<file path="src/rtl/avalon_pkg.sv">
// Shared Avalon-ST stream types plus the packet limiter state encoding.
package avalon_pkg;

  localparam int DATA_W  = 32;
  localparam int EMPTY_W = 2;

  typedef logic [DATA_W-1:0]  data_t;
  typedef logic [EMPTY_W-1:0] empty_t;

  typedef struct packed {
    data_t  data;
    logic   sop;
    logic   eop;
    empty_t empty;
  } beat_t;

  typedef enum logic [1:0] {
    IDLE,
    PASS,
    DROP
  } lim_state_t;

endpackage

</file>
<file path="src/rtl/avalon_st_if.sv">
// Avalon-ST beat bundle; master drives the beat, slave drives rdy.
interface avalon_st_if;
  import avalon_pkg::*;

  logic   valid;
  logic   rdy;
  data_t  data;
  logic   sop;
  logic   eop;
  empty_t empty;

  modport master (output valid, data, sop, eop, empty, input rdy);
  modport slave  (input valid, data, sop, eop, empty, output rdy);

endinterface

</file>
<file path="src/rtl/avalon_out_reg.sv">
// Single-entry valid/ready register slot; 1 cycle latency.
// Accepts when empty or draining the same cycle; holds its beat stable while out_rdy=0.
module avalon_out_reg
  import avalon_pkg::*;
(
  input  logic  clk,
  input  logic  rst,
  input  logic  in_valid,
  input  beat_t in_beat,
  output logic  in_rdy,
  output logic  out_valid,
  output beat_t out_beat,
  input  logic  out_rdy
);

  assign in_rdy = ~out_valid | out_rdy;

  always_ff @(posedge clk or negedge rst) begin
    if (!rst) begin
      out_valid <= 1'b0;
      out_beat  <= '0;
    end else if (in_rdy) begin
      out_valid <= in_valid;
      if (in_valid) begin
        out_beat <= in_beat;
      end
    end
  end

endmodule

</file>
<file path="src/rtl/avalon_pkt_limiter.sv">
// Truncates packets longer than MAX_LEN beats and discards stray/tail beats; 1 cycle latency.
// Backpressure follows the output slot, except while discarding a tail, when input is always ready.
module avalon_pkt_limiter
  import avalon_pkg::*;
#(
  parameter int unsigned MAX_LEN = 64
) (
  input  logic        clk,
  input  logic        rst,
  avalon_st_if.slave  pkt_in,
  avalon_st_if.master pkt_out,
  output logic        too_long_indc,
  output logic        dropped_beat_indc
);

  localparam int unsigned      CNT_W    = $clog2(MAX_LEN + 1);
  localparam logic [CNT_W-1:0] LAST_CNT = CNT_W'(MAX_LEN - 1);

  lim_state_t       state, state_nxt;
  logic [CNT_W-1:0] beat_cnt, beat_cnt_nxt;
  logic             too_long_nxt, dropped_nxt;
  logic             accept, fwd_vld, slot_rdy, out_vld;
  beat_t            in_beat, fwd_beat, out_beat;

  assign in_beat    = '{data: pkt_in.data, sop: pkt_in.sop, eop: pkt_in.eop, empty: pkt_in.empty};
  assign pkt_in.rdy = slot_rdy | (state == DROP);
  assign accept     = pkt_in.valid & pkt_in.rdy;

  always_comb begin
    state_nxt    = state;
    beat_cnt_nxt = beat_cnt;
    too_long_nxt = 1'b0;
    dropped_nxt  = 1'b0;
    fwd_vld      = 1'b0;
    fwd_beat     = in_beat;
    if (!in_beat.eop) begin
      fwd_beat.empty = '0;
    end
    case (state)
      IDLE: begin
        if (accept) begin
          if (in_beat.sop) begin
            fwd_vld = 1'b1;
            if (!in_beat.eop) begin
              beat_cnt_nxt = CNT_W'(1);
              state_nxt    = PASS;
            end
          end else begin
            dropped_nxt = 1'b1;
          end
        end
      end
      PASS: begin
        if (accept) begin
          fwd_vld      = 1'b1;
          fwd_beat.sop = 1'b0;
          if (in_beat.eop) begin
            beat_cnt_nxt = '0;
            state_nxt    = IDLE;
          end else if (beat_cnt == LAST_CNT) begin
            // Close the packet here; the rest of it is discarded.
            fwd_beat.eop   = 1'b1;
            fwd_beat.empty = '0;
            too_long_nxt   = 1'b1;
            beat_cnt_nxt   = '0;
            state_nxt      = DROP;
          end else begin
            beat_cnt_nxt = beat_cnt + CNT_W'(1);
          end
        end
      end
      DROP: begin
        if (accept) begin
          dropped_nxt = 1'b1;
          if (in_beat.eop) begin
            state_nxt = IDLE;
          end
        end
      end
      default: begin
        state_nxt    = IDLE;
        beat_cnt_nxt = '0;
      end
    endcase
  end

  always_ff @(posedge clk or negedge rst) begin
    if (!rst) begin
      state             <= IDLE;
      beat_cnt          <= '0;
      too_long_indc     <= 1'b0;
      dropped_beat_indc <= 1'b0;
    end else begin
      state             <= state_nxt;
      beat_cnt          <= beat_cnt_nxt;
      too_long_indc     <= too_long_nxt;
      dropped_beat_indc <= dropped_nxt;
    end
  end

  avalon_out_reg u_out_reg (
    .clk       (clk),
    .rst       (rst),
    .in_valid  (fwd_vld),
    .in_beat   (fwd_beat),
    .in_rdy    (slot_rdy),
    .out_valid (out_vld),
    .out_beat  (out_beat),
    .out_rdy   (pkt_out.rdy)
  );

  assign pkt_out.valid = out_vld;
  assign pkt_out.data  = out_beat.data;
  assign pkt_out.sop   = out_beat.sop;
  assign pkt_out.eop   = out_beat.eop;
  assign pkt_out.empty = out_beat.empty;

endmodule

</file>
<file path="src/flat_wrapper.sv">
// flat-port wrapper written by rule: the top's interface ports become plain ports
module avalon_pkt_limiter_flat import avalon_pkg::*;
#(
  parameter int unsigned MAX_LEN = 64
)
  (clk, rst, too_long_indc, dropped_beat_indc, pkt_in_valid, pkt_in_data, pkt_in_sop, pkt_in_eop, pkt_in_empty, pkt_in_rdy, pkt_out_valid, pkt_out_data, pkt_out_sop, pkt_out_eop, pkt_out_empty, pkt_out_rdy);
  avalon_st_if pkt_in_i ();
  avalon_st_if pkt_out_i ();
  input  logic clk;
  input  logic rst;
  output logic too_long_indc;
  output logic dropped_beat_indc;
  input wire logic [$bits(pkt_in_i.valid)-1:0] pkt_in_valid;
  input wire logic [$bits(pkt_in_i.data)-1:0] pkt_in_data;
  input wire logic [$bits(pkt_in_i.sop)-1:0] pkt_in_sop;
  input wire logic [$bits(pkt_in_i.eop)-1:0] pkt_in_eop;
  input wire logic [$bits(pkt_in_i.empty)-1:0] pkt_in_empty;
  output wire logic [$bits(pkt_in_i.rdy)-1:0] pkt_in_rdy;
  output wire logic [$bits(pkt_out_i.valid)-1:0] pkt_out_valid;
  output wire logic [$bits(pkt_out_i.data)-1:0] pkt_out_data;
  output wire logic [$bits(pkt_out_i.sop)-1:0] pkt_out_sop;
  output wire logic [$bits(pkt_out_i.eop)-1:0] pkt_out_eop;
  output wire logic [$bits(pkt_out_i.empty)-1:0] pkt_out_empty;
  input wire logic [$bits(pkt_out_i.rdy)-1:0] pkt_out_rdy;
  assign pkt_in_i.valid = pkt_in_valid;
  assign pkt_in_i.data = pkt_in_data;
  assign pkt_in_i.sop = pkt_in_sop;
  assign pkt_in_i.eop = pkt_in_eop;
  assign pkt_in_i.empty = pkt_in_empty;
  assign pkt_in_rdy = pkt_in_i.rdy;
  assign pkt_out_valid = pkt_out_i.valid;
  assign pkt_out_data = pkt_out_i.data;
  assign pkt_out_sop = pkt_out_i.sop;
  assign pkt_out_eop = pkt_out_i.eop;
  assign pkt_out_empty = pkt_out_i.empty;
  assign pkt_out_i.rdy = pkt_out_rdy;
  avalon_pkt_limiter #(.MAX_LEN(MAX_LEN)) u_core (.clk(clk), .rst(rst), .pkt_in(pkt_in_i), .pkt_out(pkt_out_i), .too_long_indc(too_long_indc), .dropped_beat_indc(dropped_beat_indc));
endmodule
</file>
<file path="config.mk">
export PLATFORM = sky130hd
export DESIGN_NAME = avalon_pkt_limiter_flat
export DESIGN_NICKNAME = d
export VERILOG_FILES = /design/src/rtl/avalon_pkg.sv /design/src/rtl/avalon_st_if.sv /design/src/rtl/avalon_out_reg.sv /design/src/rtl/avalon_pkt_limiter.sv /design/src/flat_wrapper.sv
export SDC_FILE = /design/constraint.sdc
export NUM_CORES = 1
export LEC_CHECK = 0
export CELL_PAD_IN_SITES_DETAIL_PLACEMENT = 1
export CELL_PAD_IN_SITES_GLOBAL_PLACEMENT = 2
export CORE_MARGIN = 1
export CORE_UTILIZATION = 28
export DETAILED_ROUTE_END_ITERATION = 16
export PLACE_DENSITY = 0.81
export SLEW_MARGIN = 20
export SYNTH_ARGS = -nofsm -noshare
export SYNTH_HDL_FRONTEND = slang
export SYNTH_SLANG_ARGS = --single-unit
</file>
<file path="constraint.sdc">
create_clock -name clk -period 2.4 [get_ports clk]
set_clock_uncertainty 0.15 [all_clocks]
set_input_delay 0.48 -clock clk [delete_from_list [all_inputs] [get_ports clk]]
set_output_delay 0.48 -clock clk [all_outputs]
set_load 0.05 [all_outputs]
</file>
# Word-level counts from Yosys, hierarchy flattened

Cells that the tools add are included.

Add/sub/neg operators: 1
Eq/ne operators: 10
Muxes and demuxes: 32
Bitwise gates (word level): 5
Reduce and logical (&&, ||, !) cells: 4

Operators with widths:

| operator                                                         | count |
|---|---|
| 7-bit 2-to-1 mux                                                 | 6 |
| 7-bit case mux with 3 select lines                               | 1 |
| 2-bit 2-to-1 mux                                                 | 9 |
| 1-bit 2-to-1 mux                                                 | 9 |
| 4-bit 2-to-1 mux                                                 | 2 |
| 7-bit by 1-bit adder with 7-bit output (second input constant)   | 1 |
| 7-bit by 6-bit == test with 1-bit output (second input constant) | 1 |
| 7-bit AND reduction                                              | 1 |
| 3-bit 2-to-1 mux                                                 | 2 |
| 2-bit by 1-bit != test with 1-bit output (second input constant) | 3 |
| 2-bit != test (second input constant)                            | 3 |
| 2-bit case mux with 3 select lines                               | 1 |
| 5-bit AND reduction                                              | 1 |
| 1-bit case mux with 2 select lines                               | 2 |
| 3-bit by 2-bit != test with 1-bit output (second input constant) | 1 |
| 2-bit by 1-bit == test with 1-bit output (second input constant) | 1 |
| 2-bit == test (second input constant)                            | 1 |
| 2-bit logical NOT                                                | 1 |
| 1-bit inverter                                                   | 2 |
| 1-bit OR                                                         | 2 |
| 2-bit AND reduction                                              | 1 |
| 1-bit AND                                                        | 1 |

Bits in registers: 48
Input bits: 40
Output and inout bits: 40
Logic and storage cells: 61

# Depth between registers and ports, before layout

Gate-level depths: netlist of run 1.

Depth in word-level cells: 7
Mapped depth: 6
Depth with buffers taken out: 5

# Hierarchy

A second synthesis of run 1 with hierarchy kept.

Cell total of the unflattened synthesis: 151
Area total of the unflattened synthesis: 2194.6 um2

By module, submodules not included:

| module             | times used | cells an instance | area an instance (um2) | sequential area each (um2) |
|---|---|---|---|---|
| avalon_out_reg     | 1          | 79                | 1508.9                 | 925.9 |
| avalon_pkt_limiter | 1          | 72                | 685.7                  | 275.3 |

# Worst setup path before layout of run 1

OpenSTA, ideal clock, no wires.

Path kind: register to register
Start: register u_core.u_out_reg.out_valid
End: register, netlist name u_core.u_out_reg.out_beat[13]
Library setup time: 0.125 ns
Arrival time: 1.919 ns
Required time: 2.125 ns
Slack: 0.205 ns
Cell stages (with the launch flop): 6
Buffers on the path: 2
Clock period less this slack: 2.195 ns
Path through: dfrtp_1 > nor2b_4 > buf_6 > nor4_4 > buf_6 > mux2_4

Word-level cells in the longest chain between the ends: 7
Elaborated cells between the ends (all ways): 8
Those cells by class: mux (3); bitwise (4); reduce/logical (1)

Ends and longest elaborated chain:

| element                                  | line                                               | source |
|---|---|---|
| from (decl)                              | avalon_out_reg.sv:11                               | `output logic out_valid,` |
| from (signal assigned)                   | avalon_out_reg.sv:23                               | `out_valid <= in_valid;` |
| 1-bit inverter (*)                       | avalon_out_reg.sv:16                               | `assign in_rdy = ~out_valid \| out_rdy;` |
| 1-bit OR (*)                             | avalon_out_reg.sv:16                               |  |
| 1-bit OR                                 | avalon_pkt_limiter.sv:26                           | `assign pkt_in.rdy = slot_rdy \| (state == DROP);` |
| 1-bit AND                                | avalon_pkt_limiter.sv:27                           | `assign accept = pkt_in.valid & pkt_in.rdy;` |
| 1-bit 2-to-1 mux (on tied branches)      | avalon_pkt_limiter.sv:54, avalon_pkt_limiter.sv:41 |  |
| 1-bit case mux with 2 select lines       | avalon_pkt_limiter.sv:39                           | `case (state)` |
| 2-bit AND reduction (no source line) (*) | n/a                                                |  |

Mark *: on every way between the ends. The rest lies on a longest branch, timed or not.
A chain may end at the register's enable or synchronous reset.

# Final worst setup path of run 1

Start: input port pkt_out_rdy
End: output port pkt_in_rdy

Word-level cells in the longest chain between the ends: 2

Ends and longest elaborated chain:

| element     | line                     | source |
|---|---|---|
| from (decl) | flat_wrapper.sv:24       | `input wire logic [$bits(pkt_out_i.rdy)-1:0] pkt_out_rdy;` |
| 1-bit OR    | avalon_out_reg.sv:16     |  |
| 1-bit OR    | avalon_pkt_limiter.sv:26 |  |
| to (decl)   | flat_wrapper.sv:18       | `output wire logic [$bits(pkt_in_i.rdy)-1:0] pkt_in_rdy;` |

Every way passes these cells.

==> summary.md, run 1 <==
| Metric | Value |
|---|---|
| Die area | `8050 sq um` |
| Post-CTS setup buffer count | `0` |
| Syn nets | `203` |
| Comb power frac | `0.522` |
| Starting Density | `0.2939` |
| Via/cell ratio | `4.581` |
| Worst Setup End Kind | `output port` |
| Sequential fraction of the synthesis area | `0.5575` |
| Final ANT Viol Nets | `0` |
| Synth Area per Inst | `13.30 sq um` |
| Int Power | `2.002 mW` |
| I/O pins | `80` |
| Met2 Routed Length | `2404 um` |
| WS Path Type | `in -> out` |
| CTS HTree Levels | `2` |
| Total GRT Usage | `0.1417` |
| CP max FO | `6` |
| Worst rel slew slack | `0.6463` |
| 1st-iter DRT viols | `54` |
| Length in cells of the worst reg-to-reg path | `4` |
| TritonCTS Buffers | `5` |
| NetSw | `1.542 mW` |
| Main synth FF type | `dfrtp_1` |
| Post-Place Setup Slack | `0.07040 ns` |
| Clock Path Buffers | `2` |
| Final period utilization | `0.8913` |
| Die X | `89.72 um` |
| VDD IR max | `0.5163 mV` |
| Critical Path RT | `1.77 ns` |
| Endpoints failing setup | `0` |
| Nets | `294` |
| Cell variety after synth | `38` |
| Seq pwr share | `0.339` |
| First-pass GRT wire length | `9066 um` |
| Synth-to-layout area growth | `49.83%` |
| Routed WL | `5303 um` |
| Worst Hold Class | `in -> async` |
| # rows | `31` |
| RSZ-0062 raised after global routing | `false` |
| M1 WL | `2537 um` |
| Worst Max-Slew Pin Slew | `0.5288 ns` |
| Total vias in the final route | `1,617` |
| Switching Share | `0.4351` |
| Worst-path clk slew | `0.09 ns` |
| CP max stage delay | `0.47 ns` |
| Asr flop ratio synth | `1.000` |
| Sink Count | `48` |
| Top layer in use | `met4` |
| HPWL after DPL | `3890 um` |
| Die span in y | `89.72 um` |
| Max-cap viol count | `0` |
| # fillers | `764` |
| Upper clock frequency limit | `467.5 MHz` |
| Final setup margin | `0.2610 ns` |
| Overflow after GRT | `0` |
| Fin area | `3228 sq um` |
| Diodes inserted | `0` |
| IO buf count | `79` |
| Failing checks | `negative hold slack` |
| CP arrival | `1.51 ns` |
| Drt wl/cell | `15.02 um` |
| Clock Latency Late Sink | `0.30 ns` |
| Core area | `7331 sq um` |
| Placed cell area | `3139 sq um` |
| # hold bufs at CTS | `0` |
| Post-Syn Area | `2155 sq um` |
| Initial antenna violation count | `0` |
| TritonCTS clock tree | `yes` |
| Clock Power Share | `0.138` |
| Count of pins over their slew limit | `0` |
| GPL Wtd Cong | `0.7965` |
| Placed Cells | `345` |
| Yosys reg bits | `48` |
| WHS | `-0.01926 ns` |
| Startpoint types | `input port` |
| WL met3 | `298 um` |
| Pwr Density | `1098 nW/um^2` |
| Cell Count, Final, Fillers Out | `353` |
| EDFF count, synth | `0` |
| Minimum clock period | `2.139 ns` |
| Vias in the first global route | `1,770` |
| Setup TNS | `0 ns` |
| Cells after Synth | `162` |
| DR pass1 iterations | `3` |
| Largest net degree at the start of global routing | `30` |
| Cell Chain, Critical Path | `clkdlybuf4s50_1 > nor2b_4 > buf_4 > nand2_1 > buf_12` |
| Root buffer selected by CTS | `clkbuf_8` |
| CTS resizes | `0` |
| DRC Markers | `0` |
| Final Hold Viols | `19` |
| Leakage power | `1.352 nW` |
| Status | `finished, violations left` |
| Synth warnings | `0` |
| Share of cells above drive strength 1 | `0.2283` |
| Critical Path Slowest Stage Cell | `clkdlybuf4s50_1` |
[synthesized netlist by cell type (2+ instances only)]
cell,count,share of area
dfrtp_1,48,0.56
nand2_1,4,0.0070
inv_1,5,0.0087
mux2_2,7,0.037
o21ai_0,5,0.012
nand4_1,3,0.0087
a21oi_1,5,0.012
nor3_1,2,0.0046
o22ai_1,2,0.0058
buf_6,5,0.026
mux2_1,5,0.026
a31oi_1,4,0.012
nor2_1,11,0.019
or2_2,2,0.0058
o31ai_1,3,0.010
nand3_1,8,0.019
mux2_4,20,0.14
a211oi_1,3,0.010
[cell type report]
cell class	instances	area, sq um	share of cell area
sequential	48	1201	0.3721
timing repair buffer	92	930.9	0.2884
multi-input combinational	100	860.8	0.2667
tap	99	123.9	0.03837
clock buffer	6	72.57	0.02248
inverter	6	22.52	0.006977
clock inverter	2	16.27	0.005039
[worst max-delay path, delay by kind of cell]
kind,cells,cell delay [ns]
and+or+nand+nor,2,0.25
buffers and inverters,3,0.79
[per-layer routing]
metal / vias to the layer above / global-route usage
met5: - / 0
met1: 800 / 0.1909
met4: 0 / 0.04508
met3: 4 / 0.03892
met2: 52 / 0.2205
li1: 761 / -
[state kept, by name (all words and copies together), names as in the netlist]
register	count
u_core.u_out_reg.out_valid	1
u_core.state	2
u_core.beat_cnt	7
u_core.u_out_reg.out_beat	36
u_core.dropped_beat_indc	1
u_core.too_long_indc	1
[kinds of logic (layout without fill, tap and decap cells)]
family | count (synthesis) | in the layout | share of synthesized area
adders and majority gates | 1 | 1 | 0.005806
and+or+nand+nor | 39 | 39 | 0.1057
muxes | 32 | 32 | 0.2021
DFF | 48 | 48 | 0.5575
buffers and inverters | 14 | 106 | 0.04296
AOI/OAI and AO/OA | 28 | 28 | 0.08594
[power by group through the flow]
stage / clock, mW / combinational (mW) / sequential [mW]
final: 0.491 / 1.85 / 1.20
after global routing: 0.538 / 1.95 / 1.24
after CTS: 0.511 / 1.87 / 1.21
after detailed placement: 0 / 1.87 / 1.21
after global placement: 0 / 1.84 / 1.21
after floorplan: 0 / 0.482 / 1.92
[stage by stage]
stage | util | total power [mW]
3_3_place_gp | 0.4282 | 3.053
6_report | 0.4403 | 3.545
3_5_place_dp | 0.4282 | 3.080
4_1_cts | 0.4403 | 3.590
5_1_grt | 0.4403 | 3.722
2_1_floorplan | - | 2.406
[worst paths after layout]
path                       slack [ns]                           from                       endpoint
max                              0.26                    pkt_out_rdy                     pkt_in_rdy
max in group asynchronous        1.59                            rst  u_core.u_out_reg.out_beat[21]
min in group clk                 0.34  u_core.u_out_reg.out_beat[34]  u_core.u_out_reg.out_beat[34]
min reg2reg                      0.34  u_core.u_out_reg.out_beat[34]  u_core.u_out_reg.out_beat[34]
min                             -0.02                            rst     u_core.u_out_reg.out_valid
max reg2reg                      0.55                u_core.state[1]   u_core.u_out_reg.out_beat[2]
[layout by cell type, fill, tap and decap left out, types with 3 or more instances in the layout]
cell type / n
o21ai_0: 5
clkbuf_8: 5
nand3_1: 8
nor2_1: 11
buf_4: 10
inv_1: 5
a31oi_1: 4
a211oi_1: 3
o31ai_1: 3
mux2_1: 5
buf_12: 4
nand2_1: 4
clkdlybuf4s50_1: 77
mux2_2: 7
nand4_1: 3
mux2_4: 20
dfrtp_1: 48
a21oi_1: 5
No activity file was read; power rests on OpenSTA's default activity.
==> run 2: changes to the inputs <==
ABC_CLOCK_PERIOD_IN_PS = 2400   (was default)
==> results of run 2 <==
Final layout, timing and power as in run 1 (identical DEF).
